[src/rtl/game_ctrl_gen.sv]
// game_ctrl_gen: top-level controller for the sliding-board puzzle.
// Owns the game phase FSM, turns raw buttons into one-cycle pulses, counts
// moves and seconds, enforces optional move/time limits and muxes the
// loader / engine display buses onto one registered output.
module game_ctrl_gen #(
  parameter int ACT_N      = 4,
  parameter int OUT_W      = 12,
  parameter int STEP_W     = 6,
  parameter int TIME_W     = 8,
  parameter int TICK_DIV   = 100,
  parameter int STEP_LIMIT = 0,
  parameter int TIME_LIMIT = 0
) (
  input  logic              clk_d,
  input  logic              rst,
  input  logic              start_sw,
  input  logic              set_bt,
  input  logic [ACT_N-1:0]  act_bt,
  input  logic              win_flag,
  input  logic              init_done,
  input  logic [OUT_W-1:0]  out_mode_chose,
  input  logic [OUT_W-1:0]  out_mode_game,
  output logic              set_pulse,
  output logic [ACT_N-1:0]  act_pulse,
  output logic [2:0]        game_status,
  output logic [STEP_W-1:0] step_count,
  output logic [TIME_W-1:0] time_sec,
  output logic [OUT_W-1:0]  out
);

  localparam int                 PRESC_W    = $clog2(TICK_DIV);
  localparam logic [PRESC_W-1:0] PRESC_LAST = PRESC_W'(TICK_DIV - 1);
  localparam logic [STEP_W-1:0]  STEP_MAX   = {STEP_W{1'b1}};
  localparam logic [TIME_W-1:0]  TIME_MAX   = {TIME_W{1'b1}};
  localparam logic [31:0]        STEP_LIM_U = 32'(STEP_LIMIT);
  localparam logic [31:0]        TIME_LIM_U = 32'(TIME_LIMIT);

  typedef enum logic [2:0] {
    CHOSE_BOARD  = 3'b000,
    GAMING       = 3'b001,
    GAME_INITIAL = 3'b010,
    WINNED       = 3'b011,
    LOST         = 3'b100
  } state_t;

  state_t               state;
  state_t               next_state;
  logic                 set_q;
  logic [ACT_N-1:0]     act_q;
  logic                 set_raw;
  logic [ACT_N-1:0]     act_raw;
  logic [PRESC_W-1:0]   presc;
  logic                 limit_hit;
  logic                 start_game;

  // A chord (several buttons rising together) is not a move.
  function automatic logic [ACT_N-1:0] chord_filter(input logic [ACT_N-1:0] v);
    chord_filter = $onehot(v) ? v : {ACT_N{1'b0}};
  endfunction

  assign game_status = state;
  assign start_game  = (state == CHOSE_BOARD) && start_sw;

  // Sample button levels and register their raw rising edges; sample regs
  // reset to 1 so a button held through reset never produces a pulse.
  always_ff @(posedge clk_d) begin
    if (rst) begin
      set_q   <= 1'b1;
      act_q   <= {ACT_N{1'b1}};
      set_raw <= 1'b0;
      act_raw <= {ACT_N{1'b0}};
    end else begin
      set_raw <= set_bt & ~set_q;
      act_raw <= act_bt & ~act_q;
      set_q   <= set_bt;
      act_q   <= act_bt;
    end
  end

  // Decide whether a configured move or time limit has been reached.
  always_comb begin
    limit_hit = 1'b0;
    if ((STEP_LIMIT != 0) && (32'(step_count) >= STEP_LIM_U)) begin
      limit_hit = 1'b1;
    end else if ((TIME_LIMIT != 0) && (32'(time_sec) >= TIME_LIM_U)) begin
      limit_hit = 1'b1;
    end else begin
      limit_hit = 1'b0;
    end
  end

  // Next-phase logic; dropping start_sw always returns to board selection.
  always_comb begin
    next_state = state;
    case (state)
      CHOSE_BOARD: begin
        if (start_sw) next_state = GAME_INITIAL;
        else          next_state = CHOSE_BOARD;
      end
      GAME_INITIAL: begin
        if (!start_sw)      next_state = CHOSE_BOARD;
        else if (init_done) next_state = GAMING;
        else                next_state = GAME_INITIAL;
      end
      GAMING: begin
        if (!start_sw)      next_state = CHOSE_BOARD;
        else if (win_flag)  next_state = WINNED;
        else if (limit_hit) next_state = LOST;
        else                next_state = GAMING;
      end
      WINNED: begin
        if (!start_sw) next_state = CHOSE_BOARD;
        else           next_state = WINNED;
      end
      LOST: begin
        if (!start_sw) next_state = CHOSE_BOARD;
        else           next_state = LOST;
      end
      default: next_state = CHOSE_BOARD;
    endcase
  end

  // Phase register.
  always_ff @(posedge clk_d) begin
    if (rst) state <= CHOSE_BOARD;
    else     state <= next_state;
  end

  // Pulse outputs, gated by the phase the pulse cycle will be in so a
  // pulse never appears outside its owning phase.
  always_ff @(posedge clk_d) begin
    if (rst) begin
      set_pulse <= 1'b0;
      act_pulse <= {ACT_N{1'b0}};
    end else begin
      set_pulse <= set_raw & (next_state == CHOSE_BOARD);
      act_pulse <= (next_state == GAMING) ? chord_filter(act_raw) : {ACT_N{1'b0}};
    end
  end

  // Move counter: cleared on game start, saturating, frozen outside GAMING.
  always_ff @(posedge clk_d) begin
    if (rst) begin
      step_count <= {STEP_W{1'b0}};
    end else if (start_game) begin
      step_count <= {STEP_W{1'b0}};
    end else if ((state == GAMING) && (act_pulse != {ACT_N{1'b0}}) &&
                 (step_count != STEP_MAX)) begin
      step_count <= step_count + STEP_W'(1);
    end else begin
      step_count <= step_count;
    end
  end

  // One-second time base: prescaler plus saturating seconds counter.
  always_ff @(posedge clk_d) begin
    if (rst) begin
      presc    <= {PRESC_W{1'b0}};
      time_sec <= {TIME_W{1'b0}};
    end else if (start_game) begin
      presc    <= {PRESC_W{1'b0}};
      time_sec <= {TIME_W{1'b0}};
    end else if (state == GAMING) begin
      if (presc == PRESC_LAST) begin
        presc <= {PRESC_W{1'b0}};
        if (time_sec != TIME_MAX) time_sec <= time_sec + TIME_W'(1);
        else                      time_sec <= time_sec;
      end else begin
        presc    <= presc + PRESC_W'(1);
        time_sec <= time_sec;
      end
    end else begin
      presc    <= presc;
      time_sec <= time_sec;
    end
  end

  // Registered display mux selected by the current phase.
  always_ff @(posedge clk_d) begin
    if (rst)                        out <= {OUT_W{1'b0}};
    else if (state == CHOSE_BOARD)  out <= out_mode_chose;
    else                            out <= out_mode_game;
  end

endmodule

[config.mk]
export PLATFORM = sky130hd
export DESIGN_NAME = game_ctrl_gen
export DESIGN_NICKNAME = d
export VERILOG_FILES = /design/src/rtl/game_ctrl_gen.sv
export SDC_FILE = /design/constraint.sdc
export NUM_CORES = 1
export LEC_CHECK = 0
export BUFFER_PORTS_ARGS = -buffer_cell sky130_fd_sc_hd__buf_4
export CAP_MARGIN = 20
export CORE_UTILIZATION = 30
export CTS_CLUSTER_SIZE = 25
export DETAILED_ROUTE_END_ITERATION = 10
export GPL_TIMING_DRIVEN = 0
export SLEW_MARGIN = 20
export SYNTH_ARGS = -nofsm -noshare
export SYNTH_HDL_FRONTEND = slang
export SYNTH_SLANG_ARGS = --single-unit
[constraint.sdc]
create_clock -name clk_d -period 1.65 [get_ports clk_d]
set_input_delay 0.4125 -clock clk_d [delete_from_list [all_inputs] [get_ports clk_d]]
set_output_delay 0.4125 -clock clk_d [all_outputs]
set_load 0.005 [all_outputs]
==> results of run 1 <==
==> layout make-up <==
| cell class | instances | area, um^2 | area share |
|---|---|---|---|
| Buffer | 7 | 52.6 | 0.0173 |
| Clock buffer | 5 | 68.8 | 0.0227 |
| Clock inverter | 3 | 22.5 | 0.00742 |
| Inverter | 6 | 22.5 | 0.00742 |
| Multi-Input combinational cell | 162 | 1140 | 0.375 |
| Sequential cell | 51 | 1040 | 0.343 |
| Tap cell | 96 | 120 | 0.0396 |
| Timing Repair Buffer | 76 | 571 | 0.188 |
==> path summary, 6_finish.rpt <==
path	start	depth (start not counted)	slack, ns	end
setup / recovery	act_raw[3]	8	-0.14	act_pulse[0]
hold / removal	act_bt[3]	2	0.29	act_q[3]
setup reg to reg	act_raw[3]	8	-0.14	act_pulse[0]
hold reg to reg	act_q[0]	1	0.39	act_raw[0]
==> power by group <==
group / total (mW) / switching [mW] / internal (mW) / leakage (nW)
clock network: 0.732 / 0.428 / 0.305 / 0.0485
registers: 1.28 / 0.0146 / 1.26 / 0.423
logic: 0.203 / 0.0883 / 0.115 / 0.859
total: 2.21 / 0.531 / 1.68 / 1.33
==> per-stage QoR <==
step / hold WS [ns] / cells
4_1_cts: 0.280 / 405
2_1_floorplan: 0.373 / 228
5_1_grt: 0.273 / 406
3_5_place_dp: 0.378 / 390
3_3_place_gp: 0.377 / 390
6_report: 0.292 / 406
==> cells in the mapped netlist (2+ instances only) <==
library cell,n
sky130_fd_sc_hd__or2_2,6
sky130_fd_sc_hd__xnor2_1,2
sky130_fd_sc_hd__nor2b_1,2
sky130_fd_sc_hd__a21oi_1,22
sky130_fd_sc_hd__inv_1,6
sky130_fd_sc_hd__dfxtp_1,51
sky130_fd_sc_hd__o31ai_1,3
sky130_fd_sc_hd__nor3_1,4
sky130_fd_sc_hd__or3_2,2
sky130_fd_sc_hd__nand2b_1,3
sky130_fd_sc_hd__nor2_1,12
sky130_fd_sc_hd__and2_1,5
sky130_fd_sc_hd__and3_1,5
sky130_fd_sc_hd__nand3_1,9
sky130_fd_sc_hd__nand2_1,31
sky130_fd_sc_hd__nor3b_1,6
sky130_fd_sc_hd__ha_1,5
sky130_fd_sc_hd__clkbuf_1,5
sky130_fd_sc_hd__o41ai_1,2
sky130_fd_sc_hd__o21ai_0,7
sky130_fd_sc_hd__mux2i_1,2
sky130_fd_sc_hd__xor2_1,5
sky130_fd_sc_hd__clkbuf_8,3
sky130_fd_sc_hd__nand4_1,4
sky130_fd_sc_hd__nor3b_4,2
sky130_fd_sc_hd__or4_1,6
==> flip-flops by register name, indices dropped and copies added (netlist names), 3 cells and up <==
| name | flops |
|---|---|
| out | 12 |
| time_sec | 8 |
| presc | 7 |
| step_count | 6 |
| act_pulse | 4 |
| act_q | 4 |
| act_raw | 4 |
| game_status | 3 |
==> timing repair <==
action / in CTS / in global routing
resized for setup: 19 / 19
pin swaps: 15 / 7
setup endpoints to repair: 33 / 29
setup buffers: 6 / 3
gates cloned: 2 / 0
==> cell families (layout without fill, tap and decap cells) <==
family	after synthesis	count (layout)
compound gates	43	43
xor+xnor	7	7
fa+ha+maj	6	6
buf+inv	16	97
flops	51	51
mux	2	2
simple gates	103	104
==> critical path, stage by stage, from the launching register on <==
cell and delay (ns):
sky130_fd_sc_hd__dfxtp_2 0.34, sky130_fd_sc_hd__inv_2 0.04, sky130_fd_sc_hd__fa_1 0.52, sky130_fd_sc_hd__inv_1 0.04
sky130_fd_sc_hd__ha_2 0.17, sky130_fd_sc_hd__ha_4 0.26, sky130_fd_sc_hd__nor2_2 0.03, sky130_fd_sc_hd__o2111a_1 0.13
sky130_fd_sc_hd__and2_1 0.16
==> routing by layer <==
| metal | global-route usage | share of wire |
|---|---|---|
| met5 | 0 | 0 |
| met3 | 0.0419 | 0.061 |
| met4 | 0.0576 | 0.013 |
| met2 | 0.205 | 0.47 |
| met1 | 0.176 | 0.46 |
==> metrics.txt, run 1 <==
H-tree depth 2; number of global-route vias before repair 1689; final design instance area without fill 0.00303 mm^2; Synth-to-Final Area Change 41.2%; clock latency at the later pin of the worst-skew pair 0.30 ns; pins over their slew limit 0; synth warn 0; HPWL Detailed 3390 um; Pwr per Cell Area 729 mW/mm^2; pin count of the biggest net entering global routing 18; number of antenna violations at the first check in global routing 0; minimum clock period 1.79 ns; FF+latch count, synth 51; Final period util 1.08; DRC errors left 0; hold violation total from the final report 0; quantity of hold-fixing buffers added after cts 0; run status finished, violations left; share of synthesized registers carrying an async set or reset 0; Ports 68; average cell area after synthesis 9.43 um^2; global-route wire length before repair 7890 um; Arrival @ worst endpoint 2.00 ns; worst-case headroom to the max-slew limit 0.697; horizontal die dimension 86.6 um; Num Clock Sinks 51; Tightest Pin Transition 0.454 ns; worst setup path class reg -> reg; number of fillers in the final layout 685; average detailed-routed wire length per instance 12.0 um; core occupancy in the finished layout 0.442; Routability Congestion 0.762; die outline height 86.6 um; area of the placeable core 0.00687 mm^2; Buffers on Ports 66; nets in the synthesized netlist 268; DR iter-0 viols 69; FP Rows 30; commonest cells after routing, fill and taps aside sky130_fd_sc_hd__buf_4, sky130_fd_sc_hd__dfxtp_1, sky130_fd_sc_hd__nand2_1; remaining antenna violation count 0; initial standard-cell utilization of the core 0.313; Yosys top cell area share 0.475; die outline area 0.00751 mm^2; CTS tree built; Root Buffer sky130_fd_sc_hd__clkbuf_8; instance area at placement 0.00279 mm^2; multiplexer area fraction after synthesis 0.00931; Clock Skews 0.0160 ns; violations in the final reports setup timing; xor/xnor share of the synthesized area 0.0285; count of final setup violators 4; number of distinct standard cells referenced by the synthesized netlist 44; kind of start point of the critical path flip-flop; peak fanout along the critical path 4; final critical-path setup slack -0.136 ns; data required time of the critical path 1.86 ns; type of the worst min-delay path in -> reg; TritonCTS Buffers 5; max-cap violation count 0; maximum VDD drop 0.000362 V; buffers from clock root to sink, at most 2; leakage power total 1.33 nW; ys flop type sky130_fd_sc_hd__dfxtp_1; post-placement setup slack -0.217 ns; detailed-route via count 1918; simple-gate share of the synthesized area 0.278; TritonRoute pass-1 iters 4; number of inserted diodes 0; Total Routed Length 4880 um; maximum clock rate 560 MHz; post-synthesis instance area 0.00215 mm^2; clock-pin transition on the worst setup and hold timing paths 0.10 ns; cell types occupying the most area after synthesis sky130_fd_sc_hd__dfxtp_1, sky130_fd_sc_hd__nand2_1, sky130_fd_sc_hd__a21oi_1; GRT Residual Overflow 0; main combinational cell family by area after synthesis simple AND/OR/NAND/NOR gates; adder-cell share of the synthesized area 0.0384; Post-Syn Instances 228; total track usage 0.135; RSZ-0062 raised after global routing yes; element type at the critical path end flip-flop; nets 349; most common cell after layout, fill and taps aside sky130_fd_sc_hd__buf_4; most area-hungry cell type in the Yosys netlist sky130_fd_sc_hd__dfxtp_1; Setup Total Neg Slack -0.537 ns; vias per inst 4.72; total design power 2.21 mW; area fraction in compound gates after synthesis 0.123; Post-synth EDFFs 0; share of the yosys chip area belonging to registers 0.475; share of cells above drive strength 1 0.426
Note: power is estimated with default switching activity, not from simulation.
==> run 2, diff against run 1 <==
Settings changed: CORE_MARGIN set to 8, CORE_UTILIZATION 30 to 40, PLACE_DENSITY set to 0.68.
==> metrics.txt, run 2 (same netlist as run 1, synthesis figures left out) <==
run status finished, violations left; violations in the final reports setup timing; cell breakdown of the critical path inv_2 -> fa_1 -> inv_1 -> ha_2 -> ha_4 -> nor2_2 -> o2111a_2 -> and2_1; Buffers on Ports 66; total placed cells including tap cells 364; Clock Skews 0.00368 ns; Layout Cells excl Fill 378; average detailed-routed wire length per instance 13.5 um; FF-to-FF path depth 8; Setup Total Neg Slack -0.514 ns; global-route wire length before repair 8490 um; element type at the critical path end flip-flop; maximum VDD drop 0.000470 V; maximum clock rate 561 MHz; registers with the most flip-flops out (12), time_sec (8), presc (7); TritonCTS Buffers 5; Biggest register out; clock latency at the later pin of the worst-skew pair 0.30 ns; Total Routed Length 5110 um; pins over their slew limit 0; quantity of hold-fixing buffers added after cts 0; TritonRoute pass-1 iters 4; DRC errors left 0; die outline area 0.00798 mm^2; RSZ-0062 raised after global routing yes; flop-to-flop setup slack -0.13 ns; Worst path slowest cell sky130_fd_sc_hd__fa_1; Critical path destination act_pulse[1]; worst setup path class reg -> reg; Num Clock Sinks 51; number of global-route vias before repair 1853; Pwr per Cell Area 739 mW/mm^2; Tightest Pin Transition 0.530 ns; CP Buf/Inv Count 2; DR iter-0 viols 66; area of the placeable core 0.00514 mm^2; H-tree depth 2; number of inserted diodes 0; hold violation total from the final report 0; type of the worst min-delay path in -> reg; worst-case headroom to the max-slew limit 0.647; number of antenna violations at the first check in global routing 0; Synth-to-Final Area Change 38.2%; total track usage 0.134; FP Rows 26; launch point of the worst path act_raw[0]; number of fillers in the final layout 470; initial standard-cell utilization of the core 0.418; nets 347; Routability Congestion 0.790; R2R Path End act_pulse[1]; CTS tree built; die outline height 89.3 um; Ports 68; buffers from clock root to sink, at most 2; reg-to-reg startpoint act_raw[0]; Final period util 1.08; pin count of the biggest net entering global routing 17; detailed-route via count 1875; kind of start point of the critical path flip-flop; total design power 2.19 mW; leakage power total 1.28 nW; most common cell after layout, fill and taps aside sky130_fd_sc_hd__buf_4; data required time of the critical path 1.86 ns; clock-pin transition on the worst setup and hold timing paths 0.09 ns; count of final setup violators 5; horizontal die dimension 89.3 um; final critical-path setup slack -0.132 ns; family of cells with the greatest summed delay on the critical path adder cells; GRT Residual Overflow 0; minimum clock period 1.78 ns; max FFs per register 12; Largest stage delay, worst path 0.52 ns; max-cap violation count 0; share of cells above drive strength 1 0.412; Crit. path cell count 8; vias per inst 4.96; peak fanout along the critical path 4; remaining antenna violation count 0; HPWL Detailed 3690 um; Arrival @ worst endpoint 1.99 ns; Root Buffer sky130_fd_sc_hd__clkbuf_8; commonest cells after routing, fill and taps aside sky130_fd_sc_hd__buf_4, sky130_fd_sc_hd__dfxtp_1, sky130_fd_sc_hd__nand2_1
==> run 2: changes by cell type in the layout (fill, tap and decap cells not counted), sizes merged <==
cell,previous run,this run
clkbuf,11,10
nand4b,2,1
==> run 2: per-layer routing <==
metal / vias to the layer above / part of all wire / global-route usage
met2: 54 / 0.46 / 0.213
li1: 958 / - / -
met3: 5 / 0.11 / 0.0708
met5: - / 0 / 0
met4: 0 / 0.0057 / 0.0317
met1: 858 / 0.43 / 0.153
==> run 2: worst register-to-register path, delay by kind of cell (launching register included) <==
family                   cells  cell delay (ns)
AO/OA/AOI/OAI                1             0.13
adder cells (fa/ha/maj)      3             0.95
buffers and inverters        2             0.08
flip-flops                   1             0.34
AND/OR/NAND/NOR              2             0.18
==> run 2: how the worst min path moves through the flow <==
stage,slack [ns],startpoint,cells after the start,end
2_1_floorplan,0.37,act_q[0],1,act_raw[0]
3_3_place_gp,0.38,act_q[3],1,act_raw[3]
3_5_place_dp,0.38,act_q[0],1,act_raw[0]
4_1_cts,0.29,set_bt,2,set_q
5_1_grt,0.28,act_bt[1],2,act_q[1]
6_report,0.30,act_bt[1],2,act_q[1]
==> run 2: cell type report <==
| type | instances | area (um^2) | share of cell area |
|---|---|---|---|
| multi-input cells | 161 | 1120 | 0.377 |
| flip-flops and latches | 51 | 1040 | 0.349 |
| repair buffers | 75 | 567 | 0.191 |
| well taps | 70 | 87.6 | 0.0295 |
| clock buffers | 5 | 68.8 | 0.0232 |
| plain buffers | 7 | 48.8 | 0.0164 |
| inverters | 6 | 22.5 | 0.00758 |
| clock inverters | 3 | 18.8 | 0.00632 |
==> run 2: through the flow <==
stage	hold slack [ns]	setup WS (ns)	util	cell area, um^2
final	0.296	-0.132	0.578	2970
after global placement	0.376	-0.161	0.536	2760
after global routing	0.282	-0.204	0.578	2970
after CTS	0.287	-0.175	0.564	2900
after detailed placement	0.378	-0.171	0.536	2760
after floorplan	0.373	-0.0606	-	2170
==> run 2: repair_timing <==
| action | CTS | global route |
|---|---|---|
| buffers inserted | 5 | 4 |
| endpoints found under the setup margin | 29 | 27 |
| gates resized for setup | 14 | 22 |
| pin swaps | 14 | 8 |
==> run 2: report_power, final <==
group	internal (mW)	switching, mW	total, mW
registers	1.26	0.0146	1.28
clock network	0.299	0.415	0.714
logic	0.116	0.0881	0.204
total	1.68	0.518	2.19
==> run 3, diff against run 2 <==
Settings changed: BUFFER_PORTS_ARGS -buffer_cell sky130_fd_sc_hd__buf_4 to -buffer_cell sky130_fd_sc_hd__buf_2.
==> metrics.txt, run 3 (same netlist as run 1, synthesis figures left out) <==
run status finished, violations left; violations in the final reports setup timing; pin count of the biggest net entering global routing 17; leakage power total 1.28 nW; detailed-route via count 1871; DRC errors left 0; Tightest Pin Transition 0.423 ns; GRT Residual Overflow 0; TritonRoute pass-1 iters 4; most common cell after layout, fill and taps aside sky130_fd_sc_hd__buf_2; Num Clock Sinks 51; final design instance area without fill 0.00284 mm^2; element type at the critical path end flip-flop; HPWL Detailed 3650 um; clock latency at the later pin of the worst-skew pair 0.31 ns; instance area at placement 0.00259 mm^2; horizontal die dimension 89.3 um; Layout Cells excl Fill 376; FP Rows 26; core occupancy in the finished layout 0.552; Pwr per Cell Area 835 mW/mm^2; type of the worst min-delay path in -> reg; Biggest register out; number of antenna violations at the first check in global routing 0; final critical-path setup slack -0.129 ns; global-route wire length before repair 8520 um; commonest cells after routing, fill and taps aside sky130_fd_sc_hd__buf_2, sky130_fd_sc_hd__dfxtp_1, sky130_fd_sc_hd__nand2_1; Root Buffer sky130_fd_sc_hd__clkbuf_8; buffers from clock root to sink, at most 2; vias per inst 4.98; share of cells above drive strength 1 0.405; kind of start point of the critical path flip-flop; H-tree depth 2; Arrival @ worst endpoint 2.03 ns; Buffers on Ports 66; die outline area 0.00798 mm^2; TritonCTS Buffers 5; DR iter-0 viols 130; maximum VDD drop 0.000531 V; number of global-route vias before repair 1885; area of the placeable core 0.00514 mm^2; peak fanout along the critical path 4; Ports 68; Routability Congestion 0.749; initial standard-cell utilization of the core 0.418; max-cap violation count 0; hold violation total from the final report 0; average detailed-routed wire length per instance 13.6 um; registers with the most flip-flops out (12), time_sec (8), presc (7); RSZ-0062 raised after global routing yes; maximum clock rate 562 MHz; CTS tree built; worst setup path class reg -> reg; Clock Skews 0.00462 ns; minimum clock period 1.78 ns; clock-pin transition on the worst setup and hold timing paths 0.09 ns; count of final setup violators 6; data required time of the critical path 1.90 ns; nets 345; Synth-to-Final Area Change 32.1%; max FFs per register 12; pins over their slew limit 0; worst-case headroom to the max-slew limit 0.718; Final period util 1.08; Setup Total Neg Slack -0.569 ns; quantity of hold-fixing buffers added after cts 0; Total Routed Length 5130 um; remaining antenna violation count 0; die outline height 89.3 um; number of fillers in the final layout 497; total track usage 0.134; total placed cells including tap cells 364; number of inserted diodes 0
## run 3: path summary, 6_finish.rpt
kind	startpoint	to	slack [ns]	cells past startpoint
max reg2reg	act_raw[0]	act_pulse[0]	-0.13	8
min reg2reg	act_q[0]	act_raw[0]	0.39	1
min	act_bt[3]	act_q[3]	0.30	2
max	act_raw[0]	act_pulse[0]	-0.13	8
## run 3: worst max-delay path, stage by stage (launching register included)
cell and delay (ns):
sky130_fd_sc_hd__dfxtp_2 0.34, sky130_fd_sc_hd__inv_2 0.04, sky130_fd_sc_hd__fa_1 0.52, sky130_fd_sc_hd__inv_1 0.04, sky130_fd_sc_hd__ha_2 0.17, sky130_fd_sc_hd__ha_4 0.21, sky130_fd_sc_hd__nor2_2 0.08, sky130_fd_sc_hd__o2111a_1 0.21
sky130_fd_sc_hd__and2_1 0.13
## run 3: routing by layer
| layer | share of wire | vias to the layer above | GRT usage | wire, um |
|---|---|---|---|---|
| li1 | - | 958 | - | - |
| met1 | 0.42 | 856 | 0.152 | 2150 |
| met2 | 0.48 | 52 | 0.220 | 2470 |
| met3 | 0.092 | 5 | 0.0662 | 474 |
| met4 | 0.0076 | 0 | 0.0317 | 39 |
| met5 | 0 | - | 0 | 0 |
## run 3: area by class of cell
class	instances	area (um^2)	area share
well taps	70	87.6	0.0309
clock buffers	6	82.6	0.0291
inverters	6	22.5	0.00793
plain buffers	8	56.3	0.0198
flip-flops and latches	51	1030	0.364
repair buffers	72	383	0.135
clock inverters	2	38.8	0.0137
multi-input cells	161	1130	0.400
## run 3: what timing repair did
action / 4_1_cts / 5_1_grt
resized for setup: 12 / 26
setup buffers: 5 / 1
pin swaps: 5 / 11
endpoints found under the setup margin: 26 / 29
## run 3: stage by stage
stage	total power [mW]	worst slack [ns]	hold WS, ns
final	2.37	-0.129	0.296
after global routing	2.47	-0.232	0.281
after CTS	2.39	-0.161	0.289
after detailed placement	1.48	-0.160	0.384
after global placement	1.47	-0.130	0.378
after floorplan	1.39	-0.0606	0.373
## run 3: report_power, final
part           internal [mW]  switching (mW)  leakage (nW)
Sequential              1.26          0.0134         0.420
Combinational         0.0842          0.0905         0.801
Clock                  0.499           0.420        0.0618
